===== src/rtl/bcrypt_word_unpack_pkg.sv =====
// Shared types and sizing helpers for the bcrypt word unpacker.
// Provides the output-stage state type and clog2-based width functions.
package bcrypt_word_unpack_pkg;

    typedef enum logic {
        ST_IDLE  = 1'b0,
        ST_SHIFT = 1'b1
    } unpack_state_e;

    function automatic int clog2(input int v);
        int r;
        r = 0;
        while ((1 << r) < v) r = r + 1;
        return r;
    endfunction

    // Chunk counter width; at least one bit even when K == 1.
    function automatic int cc_width(input int k);
        return (k <= 1) ? 1 : clog2(k);
    endfunction

    // FIFO occupancy width: must hold the value DEPTH itself.
    function automatic int count_width(input int depth);
        return clog2(depth) + 1;
    endfunction

endpackage


===== src/rtl/bcrypt_word_fifo.sv =====
// Synchronous word FIFO with registered occupancy count.
// Ports: CLK, rst (sync, active-high), push/wr_data, pop,
//        head (oldest word), count, full, empty.
module bcrypt_word_fifo
    import bcrypt_word_unpack_pkg::*;
#(
    parameter int N     = 32,
    parameter int DEPTH = 4,
    localparam int AW   = clog2(DEPTH),
    localparam int CW   = count_width(DEPTH)
) (
    input  logic          CLK,
    input  logic          rst,
    input  logic          push,
    input  logic [N-1:0]  wr_data,
    input  logic          pop,
    output logic [N-1:0]  head,
    output logic [CW-1:0] count,
    output logic          full,
    output logic          empty
);

    logic [N-1:0]  mem [DEPTH];
    logic [AW-1:0] rd_ptr;
    logic [AW-1:0] wr_ptr;

    always_ff @(posedge CLK) begin
        if (push) begin
            mem[wr_ptr] <= wr_data;
        end
    end

    always_ff @(posedge CLK) begin
        if (rst) begin
            rd_ptr <= '0;
            wr_ptr <= '0;
            count  <= '0;
        end else begin
            if (push) begin
                wr_ptr <= wr_ptr + AW'(1);
            end
            if (pop) begin
                rd_ptr <= rd_ptr + AW'(1);
            end
            count <= count + CW'(push) - CW'(pop);
        end
    end

    assign head  = mem[rd_ptr];
    assign full  = (count == CW'(DEPTH));
    assign empty = (count == '0);

endmodule


===== src/rtl/bcrypt_word_unpack.sv =====
// Word-to-chunk unpacker: buffers N-bit words, emits N/OUT_WIDTH chunks LSB first.
// Ports: CLK, rst (sync, active-high); in_data/in_valid/in_ready word input;
//        out_data/out_valid/out_ready chunk output; empty (nothing buffered or in flight).
module bcrypt_word_unpack
    import bcrypt_word_unpack_pkg::*;
#(
    parameter int N         = 32,
    parameter int OUT_WIDTH = 8,
    parameter int DEPTH     = 4
) (
    input  logic                 CLK,
    input  logic                 rst,
    input  logic [N-1:0]         in_data,
    input  logic                 in_valid,
    output logic                 in_ready,
    output logic [OUT_WIDTH-1:0] out_data,
    output logic                 out_valid,
    input  logic                 out_ready,
    output logic                 empty
);

    localparam int K   = N / OUT_WIDTH;
    localparam int CCW = cc_width(K);
    localparam int CW  = count_width(DEPTH);
    localparam logic [CCW-1:0] LAST = CCW'(K - 1);

    unpack_state_e  state_q, state_d;
    logic [N-1:0]   sr_q, sr_d;
    logic [CCW-1:0] cc_q, cc_d;
    logic           in_ready_q;
    logic           empty_q;

    logic [N-1:0]   fifo_head;
    logic [CW-1:0]  fifo_count;
    logic [CW-1:0]  cnt_d;
    logic           fifo_full;
    logic           fifo_empty;
    logic           push;
    logic           pop;
    logic           bypass;
    logic           load_next;
    logic           accept;
    logic           consume;

    assign accept  = in_valid && in_ready_q;
    assign consume = (state_q == ST_SHIFT) && out_ready;

    bcrypt_word_fifo #(
        .N     (N),
        .DEPTH (DEPTH)
    ) u_fifo (
        .CLK     (CLK),
        .rst     (rst),
        .push    (push),
        .wr_data (in_data),
        .pop     (pop),
        .head    (fifo_head),
        .count   (fifo_count),
        .full    (fifo_full),
        .empty   (fifo_empty)
    );

    always_comb begin
        state_d   = state_q;
        sr_d      = sr_q;
        cc_d      = cc_q;
        pop       = 1'b0;
        bypass    = 1'b0;
        load_next = 1'b0;

        unique case (state_q)
            ST_IDLE: load_next = 1'b1;
            ST_SHIFT: begin
                if (consume) begin
                    if (cc_q != LAST) begin
                        sr_d = sr_q >> OUT_WIDTH;
                        cc_d = cc_q + CCW'(1);
                    end else begin
                        load_next = 1'b1;
                    end
                end
            end
            default: state_d = ST_IDLE;
        endcase

        // Buffered words take priority; a new word only skips the FIFO
        // when nothing older is waiting.
        if (load_next) begin
            cc_d = '0;
            if (!fifo_empty) begin
                sr_d    = fifo_head;
                pop     = 1'b1;
                state_d = ST_SHIFT;
            end else if (accept) begin
                sr_d    = in_data;
                bypass  = 1'b1;
                state_d = ST_SHIFT;
            end else begin
                state_d = ST_IDLE;
            end
        end

        push  = accept && !bypass && !fifo_full;
        cnt_d = fifo_count + CW'(push) - CW'(pop);
    end

    always_ff @(posedge CLK) begin
        if (rst) begin
            state_q    <= ST_IDLE;
            sr_q       <= '0;
            cc_q       <= '0;
            in_ready_q <= 1'b0;
            empty_q    <= 1'b1;
        end else begin
            state_q    <= state_d;
            sr_q       <= sr_d;
            cc_q       <= cc_d;
            in_ready_q <= (cnt_d != CW'(DEPTH));
            empty_q    <= (cnt_d == '0) && (state_d == ST_IDLE);
        end
    end

    assign out_data  = sr_q[OUT_WIDTH-1:0];
    assign out_valid = (state_q == ST_SHIFT);
    assign in_ready  = in_ready_q;
    assign empty     = empty_q;

endmodule


===== config.mk =====
export PLATFORM = sky130hd
export DESIGN_NAME = bcrypt_word_unpack
export DESIGN_NICKNAME = d
export VERILOG_FILES = /design/src/rtl/bcrypt_word_unpack_pkg.sv /design/src/rtl/bcrypt_word_fifo.sv /design/src/rtl/bcrypt_word_unpack.sv
export SDC_FILE = /design/constraint.sdc
export NUM_CORES = 1
export LEC_CHECK = 0
export CAP_MARGIN = 15
export CELL_PAD_IN_SITES_DETAIL_PLACEMENT = 1
export CELL_PAD_IN_SITES_GLOBAL_PLACEMENT = 1
export CORE_ASPECT_RATIO = 0.7
export CORE_MARGIN = 5
export CORE_UTILIZATION = 45
export DETAILED_ROUTE_END_ITERATION = 8
export GPL_TIMING_DRIVEN = 0
export PLACE_DENSITY = 0.73
export SLEW_MARGIN = 20
export SYNTH_ARGS = -nofsm -noshare
export SYNTH_HDL_FRONTEND = slang
export SYNTH_SLANG_ARGS = --single-unit

===== constraint.sdc =====
create_clock -name CLK -period 3.6 [get_ports CLK]
set_clock_uncertainty 0.15 [all_clocks]
set_input_delay 0.36 -clock CLK [delete_from_list [all_inputs] [get_ports CLK]]
set_output_delay 0.36 -clock CLK [all_outputs]
set_load 0.005 [all_outputs]

# Word level (Yosys, flattened, before mapping)
# Memories as Yosys holds them, arrays and structs flattened. A register that Yosys moved wholly into a read port is not among the register bits.
# Cells that the tools add are included.
# word_totals
in_bits	36
out_inout_bits	11
romBits	0
latchBits	0
wordCells	50
mem_count	1
regBits	44
ram_bits	128
# op_classes
n_shift	0
order_cmp	0
n_bitwise	2
n_eq_ne	3
add_sub_neg	5
multipliers	0
reduce_logical	11
div_mod_pow	0
n_mux	20
# mem_list
memory	depth	width	rd	rd_ports_with_merged_regs	write_ports	line_no	source
u_fifo.mem	4	32	1	1	1	bcrypt_word_fifo.sv:23	logic [N-1:0] mem [DEPTH];
# ops
cell	count
$mux W32	6
$mux W1	11
$add A2 B1 Y2 const B	3
$logic_not A3 Y1	2
$logic_and A1 B1 Y1	5
$mux W2	2
$add A3 B1 Y3	1
$eq A3 B3 Y1 const B	1
$ne A3 B3 Y1 const B	1
$reduce_and A3 Y1	1
$sub A3 B1 Y3	1
$logic_not A1 Y1	2
$ne A2 B2 Y1 const B	1
$not A1 Y1	2
$pmux W1 S2	1
$reduce_or A2 Y1	1

# Depth between registers and ports, before layout
# Gate-level depths: netlist of the first run.
# depth
ltp_word	12
ltp_mapped	15
ltp_nobuf	13

# Hierarchy
# From an unflattened synthesis of the first run, not the netlist that was laid out.
# unflattened
cells_unflattened	423
area_unflattened_um2	7080.5
# by_module_without_submodules
mod	n_inst	area_per_inst_um2	seq_area_each_um2	cells_per_inst
bcrypt_word_fifo	1	5097.4	4023.9	209
bcrypt_word_unpack	1	1983.2	740.7	214

# Worst setup path after synthesis of the first run
# OpenSTA, ideal clock, no wires.
# synth_path
kind	reg2reg
startpoint	register cc_q[0]
endpoint	register in_ready_q (netlist: in_ready)
path_slack_ps	645
arrival_time_ps	2677
n_path_buf	2
stages_incl_launch_ff	16
required_time_ps	3322
period_less_slack_ps	2955
setup_time_ps	128
path_cell_list	dfxtp_1 ha_1 a21bo_2 clkbuf_1 nand2_1 buf_2 inv_1 ha_1 inv_1 ha_1 inv_1 fa_1 xor2_1 xnor2_1 nor3b_1 nor2_1
# synth_between
elab_cells_between_ends	12
classes_between	add/sub: 2; eq/ne: 2; mux: 5; reduce/logical: 3
# synth_lines
element	line_no	source
start: declaration	bcrypt_word_unpack.sv:29	logic [CCW-1:0] cc_q, cc_d;
start signal: assignment	bcrypt_word_unpack.sv:111	cc_q <= '0;
start signal: assignment	bcrypt_word_unpack.sv:117	cc_q <= cc_d;
$ne A2 B2 Y1	bcrypt_word_unpack.sv:75	if (cc_q != LAST) begin
$mux W1	bcrypt_word_unpack.sv:75	
$mux W1	bcrypt_word_unpack.sv:74	if (consume) begin
$pmux W1 S2	bcrypt_word_unpack.sv:71	unique case (state_q)
$mux W1	bcrypt_word_unpack.sv:88	if (load_next) begin
named net pop	bcrypt_word_unpack.sv:39	logic pop;
$sub A3 B1 Y3	bcrypt_word_unpack.sv:104	cnt_d = fifo_count + CW'(push) - CW'(pop);
$ne A3 B3 Y1	bcrypt_word_unpack.sv:118	in_ready_q <= (cnt_d != CW'(DEPTH));
end signal: assignment	bcrypt_word_unpack.sv:118	
end: declaration	bcrypt_word_unpack.sv:30	logic in_ready_q;
# The timed path passes the listed nets, and every way through them passes these cells.
# A chain may end at the register's enable or synchronous reset.

# Worst setup path after layout of the first run
# layout_path
startpoint	register cc_q[0]
endpoint	register empty_q (netlist: empty)
# layout_between
elab_cells_between_ends	15
classes_between	add/sub: 2; eq/ne: 1; mux: 6; bitwise: 1; reduce/logical: 5
# layout_lines
element	line_no	source
$ne A2 B2 Y1	bcrypt_word_unpack.sv:75	
$mux W1	bcrypt_word_unpack.sv:75	
$mux W1	bcrypt_word_unpack.sv:74	
$pmux W1 S2	bcrypt_word_unpack.sv:71	
$mux W1	bcrypt_word_unpack.sv:88	
named net pop	bcrypt_word_unpack.sv:39	
$sub A3 B1 Y3	bcrypt_word_unpack.sv:104	
$logic_not A3 Y1	bcrypt_word_unpack.sv:119	empty_q <= (cnt_d == '0) && (state_d == ST_IDLE);
$logic_and A1 B1 Y1	bcrypt_word_unpack.sv:119	
end signal: assignment	bcrypt_word_unpack.sv:119	
end: declaration	bcrypt_word_unpack.sv:31	logic empty_q;
# The timed path passes the listed nets, and every way through them passes these cells.

==> reports/metrics.csv, run 1 <==
metric,value,unit
synth_top_area_share,56.2,%
crit_buf_inv,5,
antennaDiodeCount,0,
first_global_vias,4116,
grt_max_degree,19,
route.met3.wl,705,um
combPwrFrac,29.0,%
gp_congestion,0.751,
clkTransAtPathRegs,70,ps
p_leak,2.81,nW
antenna_found_initial,0,
wirelength_met1,7120,um
overflow,0,
synth_cells,396,
whs,387,ps
clockBufferDepth,2,
critPathMaxStageDelay,370,ps
routed_wl,15000,um
track_usage,17.8,%
rsz0062_at_grt,false,
pwr_density_cell,742,nW/um2
grt_pass1_wl,23700,um
drtPass1Iterations,4,
wl_met2,6960,um
vias,3767,
cts_buffers,17,
critPathArrivalTime,3470,ps
switchingPower,0.00186,W
final.fill_count,1344,
period_needed,3260,ps
critPathKind,register to register,
seqPwrFrac,43.5,%
place_area,7660,um2
seq_area,4760,um2
maxUsedRoutingLayer,met4,
min_period_over_period,90.6,%
fmax,307,MHz
numPortBuffers,46,
yosys_register_bits,174,
crit_fanout,10,
maxCapViolations,0,
htree_levels,4,
internal-power,0.00423,W
worst_skew_pair.late_latency,420,ps
io_pins,47,
die_x,157,um
final_area,8210,um2
yosys-top-cells-area,"edfxtp_1, dfxtp_1, mux4_2, mux2i_1, a211oi_1",
cts-root-buf,clkbuf_16,
start_kind,register,
cts_tree,done,
slew_viol_final,0,
num_rows,37,
power.total,0.00609,W
drt_iter0_drc,195,
hp-class,register to register,
yosysSeqAreaShare,69.6,%
syn_nets,440,
wl_per_cell,22.2,um
yosysWarnings,0,
die_h,113,um
finalHoldViolations,0,
p_sw_share,30.6,%
synth_cell_types,34,
areaGrowthSynthToFinish,20.0,%
drive_above_1_share,22.2,%
pwr-share-clk,27.5,%
ant_nets,0,
cp_slowest_cell,fa_1,
cts_hold_buf,0,
yosysTopAreaCell,edfxtp_1,
post_cts_buffers,0,
vdd_drop_max,0.000377,V
timing.slew.headroom,46.9,%
core_region_area,14800,um2
synth_area_per_cell,17.3,um2
drc,0,
viasPerCell,5.60,
synth_edf_count,128,
worstMarginPinSlew,797,ps
cp_data_required_time,3810,ps
path_cells,"ha_1, a21bo_2, clkbuf_1, nand2_2, clkbuf_4, inv_1, ha_1, inv_1, ha_1, inv_1, fa_1, xor2_1, xnor2_1, a31oi_1, nor2_1",
initial_utilization,46.2,%
syn-cell-area,6840,um2
status,completed,
nNetsFinal,509,
finalSetupViolations,0,
synthFlopType,edfxtp_1,
dp_hpwl,10300,um
async_flop_share,0,%
multi_input_area,1860,um2
die_area,17800,um2
end_kind,register,
cts_sinks,174,
cp_top_family,adder cells,
[timing repair]
item	4_1_cts	5_1_grt
endpoints found under the hold margin	0	0
setup endpoints to repair	0	2
resized for setup	0	2
[layout make-up]
type | count | area share (%)
Tap cell | 195 | 2.97
Multi-Input combinational cell | 181 | 22.7
Buffer | 34 | 2.39
Clock inverter | 14 | 1.37
Clock buffer | 18 | 5.23
Inverter | 7 | 0.320
Timing Repair Buffer | 50 | 6.95
Sequential cell | 174 | 58.0
[worst reg2reg max path: cells and delay by family, from the launching register on]
| family | cells | cell delay (ps) |
|---|---|---|
| flip-flops | 1 | 360 |
| buffers and inverters | 5 | 800 |
| AO/OA/AOI/OAI | 2 | 250 |
| XOR/XNOR | 2 | 400 |
| adder cells (fa/ha/maj) | 4 | 920 |
| AND/OR/NAND/NOR | 2 | 330 |
[through the flow]
stage                     worst slack, ps  setup TNS, ps  cells  utilization (%)
after floorplan                       645              0    396                -
after global placement               -157         -16100    637             50.9
after detailed placement             -153           -352    641             51.7
after CTS                             173              0    673             55.4
after global routing                 87.9              0    673             55.4
final                                 338              0    673             55.4
[routing by layer]
layer	vias to the layer above	track usage, %
met4	0	5.21
met5	-	0
met3	16	4.17
li1	1708	-
met2	85	27.3
met1	1958	25.7
[flip-flops by register name, summed over array words and instances (netlist names), named ones only]
signal	count
u_fifo.mem	128
sr_q	32
u_fifo.count	3
cc_q	2
u_fifo.rd_ptr	2
u_fifo.wr_ptr	2
empty	1
in_ready	1
out_valid	1
[power groups by stage]
stage	logic, W	registers [W]	clock network [W]
2_1_floorplan	0.00123	0.00261	0
3_3_place_gp	0.00170	0.00268	0
3_5_place_dp	0.00177	0.00269	0
4_1_cts	0.00178	0.00265	0.00171
5_1_grt	0.00194	0.00268	0.00181
6_report	0.00176	0.00265	0.00168
[final timing paths]
check                                start                       endpoint  slack, ps  cells after the start
max                   cc_q[0]$_SDFFE_PP0P_               empty$_SDFF_PP1_        340                     15
min reg2reg  u_fifo.rd_ptr[1]$_SDFFE_PP0P_  u_fifo.rd_ptr[1]$_SDFFE_PP0P_        390                      2
max reg2reg           cc_q[0]$_SDFFE_PP0P_               empty$_SDFF_PP1_        340                     15
min          u_fifo.rd_ptr[1]$_SDFFE_PP0P_  u_fifo.rd_ptr[1]$_SDFFE_PP0P_        390                      2
[cells by family (layout without fill, tap and decap cells)]
kind of cell,count (synthesis),in the layout,synth area share (%)
flops,174,174,69.6
compound gates,68,68,7.43
mux,59,59,14.5
simple gates,41,41,2.98
buf+inv,41,123,3.22
fa+ha+maj,8,8,1.57
xor+xnor,5,5,0.640
[Yosys cell counts (2+ instances only)]
cell      count
edfxtp_1    128
dfxtp_1      46
mux4_2       32
mux2i_1      25
a211oi_1     23
o22ai_1      22
nor2_1       14
buf_2        11
clkbuf_1     11
nor3_1       11
a21oi_1       9
o22ai_2       9
buf_4         8
ha_1          7
inv_1         7
and2_1        4
nand2_1       4
xor2_1        4
buf_6         3
a31oi_1       2
mux2_2        2
nand2b_1      2
[cell usage in the layout (no fill, tap or decap), drive strengths merged, types with 2 or more instances in the layout]
master / instances
and2: 4
clkinvlp: 4
inv: 11
edfxtp: 128
clkinv: 6
clkbuf: 30
a31oi: 2
xor2: 4
o22ai: 31
mux2i: 25
nand2b: 2
mux2: 2
clkdlybuf4s50: 46
nand2: 4
ha: 7
a21oi: 9
nor3: 11
dfxtp: 46
nor2: 14
buf: 26
mux4: 32
a211oi: 23
or3: 2
No activity file was read; power rests on OpenSTA's default activity.
==> inputs of run 2 (changes only) <==
--- a/config.mk
+++ b/config.mk
@@ -13,6 +13,7 @@
 export CORE_UTILIZATION = 45
 export DETAILED_ROUTE_END_ITERATION = 8
 export GPL_TIMING_DRIVEN = 0
+export MAX_ROUTING_LAYER = met4
 export PLACE_DENSITY = 0.73
 export SLEW_MARGIN = 20
 export SYNTH_ARGS = -nofsm -noshare
==> reports/metrics.csv, run 2 (same netlist as run 1, synthesis figures left out) <==
metric,value,unit,change
areaGrowthSynthToFinish,20.0,%,unchanged
clockBufferDepth,2,,unchanged
drt_iter0_drc,203,,was 195
io_pins,47,,unchanged
maxCapViolations,0,,unchanged
htree_levels,4,,unchanged
cts_hold_buf,0,,unchanged
finalSetupViolations,0,,unchanged
worstMarginPinSlew,784,ps,was 797 ps
fin_setup_tns,0,ps,unchanged
viasPerCell,5.60,,about the same
fmax,307,MHz,about the same
end_kind,register,,unchanged
antenna_found_initial,0,,unchanged
critPathArrivalTime,3460,ps,was 3470 ps
die_h,113,um,unchanged
vias,3770,,was 3767
cts_tree,done,,unchanged
first_global_vias,4124,,was 4116
top_register,u_fifo.mem,,unchanged
die_area,17800,um2,unchanged
finish.utilization,55.4,%,unchanged
period_needed,3260,ps,about the same
crit_fanout,10,,unchanged
core_region_area,14800,um2,unchanged
min_period_over_period,90.4,%,was 90.6%
cts_sinks,174,,unchanged
p_leak,2.81,nW,unchanged
antennaDiodeCount,0,,unchanged
final_area,8210,um2,unchanged
initial_utilization,46.2,%,unchanged
post_cts_buffers,0,,unchanged
pwr_density_cell,742,nW/um2,about the same
worst_skew_pair.late_latency,430,ps,was 420 ps
die_x,157,um,unchanged
timing.slew.headroom,47.7,%,was 46.9%
final.fill_count,1344,,unchanged
numPortBuffers,46,,unchanged
grt_max_degree,19,,unchanged
seq_area,4760,um2,unchanged
rsz0062_at_grt,false,,unchanged
r2r_slack,340,ps,about the same
final_cell_mix,"edfxtp_1, dfxtp_1, clkdlybuf4s50_1, mux4_2, mux2i_1",,unchanged
final_common_cell,edfxtp_1,,unchanged
multi_input_area,1860,um2,unchanged
cts_buffers,17,,unchanged
dp_hpwl,10300,um,unchanged
grt_pass1_wl,23700,um,about the same
drive_above_1_share,22.2,%,unchanged
place_area,7660,um2,unchanged
cts-root-buf,clkbuf_16,,unchanged
hp-class,register to register,,unchanged
num_rows,37,,unchanged
wl_per_cell,22.2,um,about the same
ant_nets,0,,unchanged
nNetsFinal,509,,unchanged
postCtsResizedCells,0,,unchanged
overflow,0,,unchanged
status,completed,,unchanged
vdd_drop_max,0.000372,V,was 0.000377 V
largest_reg_flops,128,,unchanged
slew_viol_final,0,,unchanged
clkTransAtPathRegs,70,ps,about the same
routed_wl,14900,um,was 15000 um
drc,0,,unchanged
cp_data_required_time,3810,ps,about the same
track_usage,18.4,%,was 17.8%
gp_congestion,0.761,,was 0.751
drtPass1Iterations,4,,unchanged
largest_registers,"u_fifo.mem (128), sr_q (32), u_fifo.count (3)",,unchanged
finalHoldViolations,0,,unchanged
critPathKind,register to register,,unchanged
start_kind,register,,unchanged
[run 2: worst max-delay path: stages, from the launching register on]
cell,delay [ps]
dfxtp_1,360
ha_1,200
a21bo_2,130
clkbuf_1,320
nand2_2,210
clkbuf_4,280
inv_1,90
ha_1,220
inv_1,60
ha_1,130
inv_1,50
fa_1,370
xor2_1,160
xnor2_1,240
a31oi_1,120
nor2_1,120
[run 2: worst paths after layout]
kind	from	end	depth (start not counted)
hold reg to reg	u_fifo.rd_ptr[1]$_SDFFE_PP0P_	u_fifo.rd_ptr[1]$_SDFFE_PP0P_	2
setup / recovery	cc_q[0]$_SDFFE_PP0P_	empty$_SDFF_PP1_	15
hold / removal	u_fifo.rd_ptr[1]$_SDFFE_PP0P_	u_fifo.rd_ptr[1]$_SDFFE_PP0P_	2
setup reg to reg	cc_q[0]$_SDFFE_PP0P_	empty$_SDFF_PP1_	15
[run 2: where the power goes]
part / switching (W) / total [W] / internal (W)
Combinational: 0.000894 / 0.00177 / 0.000872
Clock: 0.000778 / 0.00167 / 0.000893
Sequential: 0.000184 / 0.00265 / 0.00247
[run 2: layout make-up]
type	count	share of cell area (%)
Buffer	34	2.39
Sequential cell	174	58.0
Clock buffer	18	5.23
Multi-Input combinational cell	181	22.7
Timing Repair Buffer	50	6.95
Clock inverter	14	1.37
Tap cell	195	2.97
Inverter	7	0.320
[run 2: stage by stage]
| step | hold WS [ps] | instances | setup slack, ps | total power (W) |
|---|---|---|---|---|
| 2_1_floorplan | 309 | 396 | 645 | 0.00384 |
| 3_3_place_gp | 355 | 637 | -157 | 0.00438 |
| 3_5_place_dp | 372 | 641 | -153 | 0.00446 |
| 4_1_cts | 384 | 673 | 173 | 0.00615 |
| 5_1_grt | 416 | 673 | 74.4 | 0.00643 |
| 6_report | 386 | 673 | 344 | 0.00609 |
[run 2: layer usage]
metal  routed length, um  track usage, %  vias to the layer above  share of wire (%)
li1                    -               -                     1712                  -
met4                 155            5.21                        0                1.0
met3                 571            4.09                       14                3.8
met1                7180            26.0                     1962                 48
met5                   0               -                        -                  0
met2                7030            27.1                       82                 47
